**config.mk**
```make
export PLATFORM = sky130hd
export DESIGN_NAME = median_window_6
export DESIGN_NICKNAME = d
export VERILOG_FILES = /design/src/rtl/median_window_6.sv
export SDC_FILE = /design/constraint.sdc
export NUM_CORES = 1
export LEC_CHECK = 0
export ABC_AREA = 1
export CAP_MARGIN = 5
export CORE_ASPECT_RATIO = 1.75
export CORE_MARGIN = 3
export CORE_UTILIZATION = 47
export DETAILED_ROUTE_END_ITERATION = 8
export GPL_TIMING_DRIVEN = 0
export PLACE_DENSITY = 0.75
export SLEW_MARGIN = 10
export SYNTH_ARGS = -nofsm -noshare
export SYNTH_HDL_FRONTEND = slang
export SYNTH_SLANG_ARGS = --single-unit
export TNS_END_PERCENT = 100
```
**constraint.sdc**
```tcl
create_clock -name clk -period 1.7 [get_ports clk]
set_input_delay 0.17 -clock clk [delete_from_list [all_inputs] [get_ports clk]]
set_output_delay 0.17 -clock clk [all_outputs]
set_load 0.01 [all_outputs]
```
**src/rtl/median_window_6.sv**
```systemverilog
// rtl/median_window_6.sv - 6-deep sliding window feeder for the median sort network
module median_window_6 #(
    parameter int STRIDE = 1,
    parameter int CNT_W  = 16
) (
    input  logic             clk,
    input  logic             rst,
    input  logic             clear,
    input  logic             in_valid,
    output logic             in_ready,
    input  logic [31:0]      in_data,
    output logic             win_valid,
    input  logic             win_ready,
    output logic [31:0]      win_0,
    output logic [31:0]      win_1,
    output logic [31:0]      win_2,
    output logic [31:0]      win_3,
    output logic [31:0]      win_4,
    output logic [31:0]      win_5,
    output logic [CNT_W-1:0] win_count
);

    typedef enum logic {
        ST_FILL,
        ST_RUN
    } state_t;

    localparam logic [2:0] FILL_FULL   = 3'd6;
    localparam logic [2:0] FILL_LAST   = 3'd5;
    localparam logic [2:0] STRIDE_LAST = 3'(STRIDE - 1);

    logic [31:0] sr      [6];
    logic [31:0] sr_next [6];
    logic [31:0] win_r   [6];

    logic [2:0]  fill_cnt;
    logic [2:0]  fill_next;
    logic [2:0]  stride_cnt;
    logic [2:0]  stride_next;
    state_t      state;
    logic        accept;
    logic        emit;
    logic        handoff;

    // A pending window blocks new samples so nothing is overwritten before it is consumed
    assign in_ready = !rst && !clear && (!win_valid || win_ready);
    assign accept   = in_valid && in_ready;
    assign handoff  = win_valid && win_ready;

    assign win_0 = win_r[0];
    assign win_1 = win_r[1];
    assign win_2 = win_r[2];
    assign win_3 = win_r[3];
    assign win_4 = win_r[4];
    assign win_5 = win_r[5];

    // Shift register contents as they will be after accepting in_data
    always_comb begin
        for (int i = 0; i < 5; i++) begin
            sr_next[i] = sr[i + 1];
        end
        sr_next[5] = in_data;
    end

    // Fill/run mode decode plus counter updates and the emit decision
    always_comb begin
        state       = (fill_cnt == FILL_FULL) ? ST_RUN : ST_FILL;
        fill_next   = fill_cnt;
        stride_next = stride_cnt;
        emit        = 1'b0;
        if (accept) begin
            case (state)
                ST_FILL: begin
                    fill_next = fill_cnt + 3'd1;
                    if (fill_cnt == FILL_LAST) begin
                        emit        = 1'b1;
                        stride_next = 3'd0;
                    end
                end
                ST_RUN: begin
                    if (stride_cnt == STRIDE_LAST) begin
                        emit        = 1'b1;
                        stride_next = 3'd0;
                    end else begin
                        stride_next = stride_cnt + 3'd1;
                    end
                end
                default: begin
                    emit = 1'b0;
                end
            endcase
        end
    end

    // Sample history, window register and hand-off bookkeeping; rst beats clear beats traffic
    always_ff @(posedge clk) begin
        if (rst) begin
            for (int i = 0; i < 6; i++) begin
                sr[i]    <= '0;
                win_r[i] <= '0;
            end
            fill_cnt   <= '0;
            stride_cnt <= '0;
            win_valid  <= 1'b0;
            win_count  <= '0;
        end else if (clear) begin
            fill_cnt   <= '0;
            stride_cnt <= '0;
            win_valid  <= 1'b0;
        end else begin
            if (accept) begin
                sr         <= sr_next;
                fill_cnt   <= fill_next;
                stride_cnt <= stride_next;
            end
            if (handoff) begin
                win_count <= win_count + CNT_W'(1);
            end
            if (emit) begin
                win_r     <= sr_next;
                win_valid <= 1'b1;
            end else if (handoff) begin
                win_valid <= 1'b0;
            end
        end
    end

endmodule

```
==> run_results.csv <==
group,metric,value,unit
outcome,outcome,"finished with violations",
outcome,failed_checks,"setup timing",
sta,fin_tns_setup,-1.934,ns
layout,fin_util,68.82,%
power_and_ir_drop,peakVddDrop,0.7927,mV
yosys,syn_avg_cell_area,7.830,µm²
yosys,yosys_warnings,0,
yosys,synth_top_family_by_area,"simple AND/OR/NAND/NOR gates",
sta,setup_viol,77,
drt,route.detailed.drc,0,
sta,holdWs,0.09145,ns
sta,rsz0062_at_grt,"yes",
setup_path,critPathArrivalTime,2.14,ns
yosys,syn_nets,1773,
yosys,synthCells,1730,
sta,maxSlewHeadroom,34.39,%
layout,fin_nets,2085,
global_route,grt_max_degree,16,
setup_path,start_kind,"flip-flop",
sta,min_period,1.763,ns
setup_path,crit_fanout,7,
clock_tree,cts_buffers,35,
layout,multi_input_area,6050,µm²
setup_path,reg2reg_from,"stride_cnt[0]",
layout,ff_latch_area,7527,µm²
drt,drt_iter0_markers,881,
drt,ant_nets,0,
drt,wire_per_inst,19.01,µm
clock_tree,cts_tree,"built",
global_route,grt_pass1_vias,12680,
drt,viasPerCell,5.439,
placed_design,dpl.hpwl,32250,µm
sta,finalCritPeriodShare,103.7,%
min_path,whs_path_depth,4,
layout,area_growth,43.15,%
yosys,synth_compound_area_share,13.98,%
placed_design,gp_congestion,0.9501,
min_path,hold-path-endpoint,"win_count[3]",
setup_path,worstSetupPathType,"flip-flop to flip-flop",
clock_tree,htreeDepth,2,
die,dieWidth,134.3,µm
placed_design,dp_cells,2348,
setup_path,crit_path_end_kind,"flip-flop",
setup_path,ff2ff_path_depth,9,
sta,clock.fmax,567.1,MHz
placed_design,io_buffers,245,
die,core,28170,µm²
die,num_rows,81,
yosys,synthSimpleGateAreaFrac,24.50,%
global_route,grtUsageTotal,26.62,%
yosys,synth.ff_latch_count,375,
layout,layout_commonest_cell,"nand2_1",
power_and_ir_drop,power_per_cell_area,890.9,nW/µm²
sta,finalMaxSlewViolations,0,
yosys,synthXorXnorAreaFrac,0.06466,%
sta,skew,0.02226,ns
clock_tree,numClockSinks,375,
layout,diodes,0,
setup_path,r2r_slack,-0.06,ns
clock_tree,root_buffer,"clkbuf_16",
global_route,grt_antenna_before_repair,0,
yosys,syn_area,13550,µm²
global_route,grt_pass1_wl,66100,µm
sta,tightest_slew,0.9842,ns
flow_run,drv_cap,0,
drt,vias,13260,
placed_design,pre_cts_ws,-0.5093,ns
drt,wirelength,46340,µm
die,die_area,30970,µm²
clock_tree,clkTransAtPathRegs,0.07,ns
setup_path,crit_start,"stride_cnt[0]",
global_route,grt_overflow,0,
min_path,hp-start,"rst",
clock_tree,ctsHoldBuffers,0,
layout,final_layout_size_suffix_gt1_share,17.97,%
min_path,hold_class,"primary input to flip-flop",
layout,fin_cells,2438,
sta,fin_ws,-0.06335,ns
yosys,ys_types,21,
yosys,synth_mux_area_share,0,%
drt,dr.pass1.iters,5,
layout,final_cell_mix,"483 x nand2_1, 359 x dfxtp_1, 315 x a21oi_1, 240 x clkdlybuf4s50_1, 167 x nand3_1",
setup_path,rr_endpoint,"win_2[7]",
sta,hold_violations,0,
setup_path,critPathRequiredTime,2.07,ns
die,io_pins,247,
yosys,synth_adder_area_share,0.5542,%
yosys,seq_area_frac_synth,55.42,%
die,start_util,48.08,%
layout,filler_cell_count,2295,
power_and_ir_drop,leakage,6.458,nW
die,die_h,230.6,µm
clock_tree,worst_skew_pair.late_latency,0.53,ns
clock_tree,ctsLongestPathBuffers,3,
==> power breakdown <==
group / internal, mW / switching (mW)
Sequential: 8.81 / 0.0341
Combinational: 0.178 / 0.422
Clock: 4.47 / 3.35
==> Yosys cell counts, drive strengths merged <==
| cell | n | share of area [%] |
|---|---|---|
| nor3 | 1 | 0.037 |
| nor3b | 1 | 0.055 |
| xor2 | 1 | 0.065 |
| a21oi | 368 | 14 |
| nand3 | 207 | 7.7 |
| or2 | 1 | 0.046 |
| nor2 | 33 | 0.97 |
| nand4 | 4 | 0.18 |
| nand2 | 558 | 15 |
| ha | 6 | 0.55 |
| dfxtp | 375 | 55 |
| o21ai | 9 | 0.33 |
| inv | 25 | 0.69 |
| o21a | 1 | 0.055 |
| buf | 80 | 3.1 |
| clkbuf | 60 | 1.7 |
==> timing repair <==
action / in CTS / in global routing
endpoints found under the setup margin: 354 / 289
resized for setup: 63 / 319
gates cloned: 0 / 20
hold endpoints to repair: 0 / 0
pin swaps: 1 / 50
buffers inserted: 6 / 5
==> worst max-delay path by stage <==
stage	end	slack, ns	depth (start not counted)
floorplan	win_0[0]	0.1	10
global placement	sr[33]	-0.48	8
detailed placement	win_5[30]	-0.51	9
CTS	win_3[21]	-0.009	8
global route	win_2[10]	-0.11	9
finish	win_2[7]	-0.06	9
==> critical path: stages, from the launching register on <==
cell,delay [ns]
dfxtp_2,0.34
inv_2,0.09
ha_4,0.14
nand2_4,0.05
o21ai_4,0.26
nand2_4,0.19
clkbuf_16,0.23
clkbuf_16,0.18
nand2_4,0.05
a21oi_2,0.05
==> logic make-up after synthesis <==
group	count (synthesis)
simple gates	805
compound gates	378
flops	375
buf+inv	165
fa+ha+maj	6
xor+xnor	1
==> state kept, by name, summed over array words and instances (netlist names) <==
name,flops
win_1,32
fill_cnt,3
win_count,16
win_2,32
win_3,32
win_valid,1
sr,160
win_5,32
stride_cnt,3
win_4,32
win_0,32
==> metrics by stage <==
stage	power (mW)	instance area [µm²]
2_1_floorplan	9.338	13550
3_3_place_gp	9.587	16460
3_5_place_dp	9.595	16460
4_1_cts	17.27	17800
5_1_grt	17.71	19390
6_report	17.27	19390
==> layout make-up <==
type / instances / share of cell area, %
repair buffers: 276 / 15.71
clock inverters: 11 / 0.5872
multi-input cells: 1190 / 31.20
clock buffers: 49 / 5.214
well taps: 373 / 2.407
flip-flops and latches: 375 / 38.82
inverters: 25 / 0.4969
plain buffers: 139 / 5.562
==> metal layers <==
metal	GRT usage [%]	wire (µm)	up-vias
met5	0	0	-
met4	13.03	2937	0
met3	4.165	2514	150
met2	50.74	24730	487
met1	27.83	16150	6271
li1	-	-	6353
Note: power is estimated with default switching activity, not from simulation.
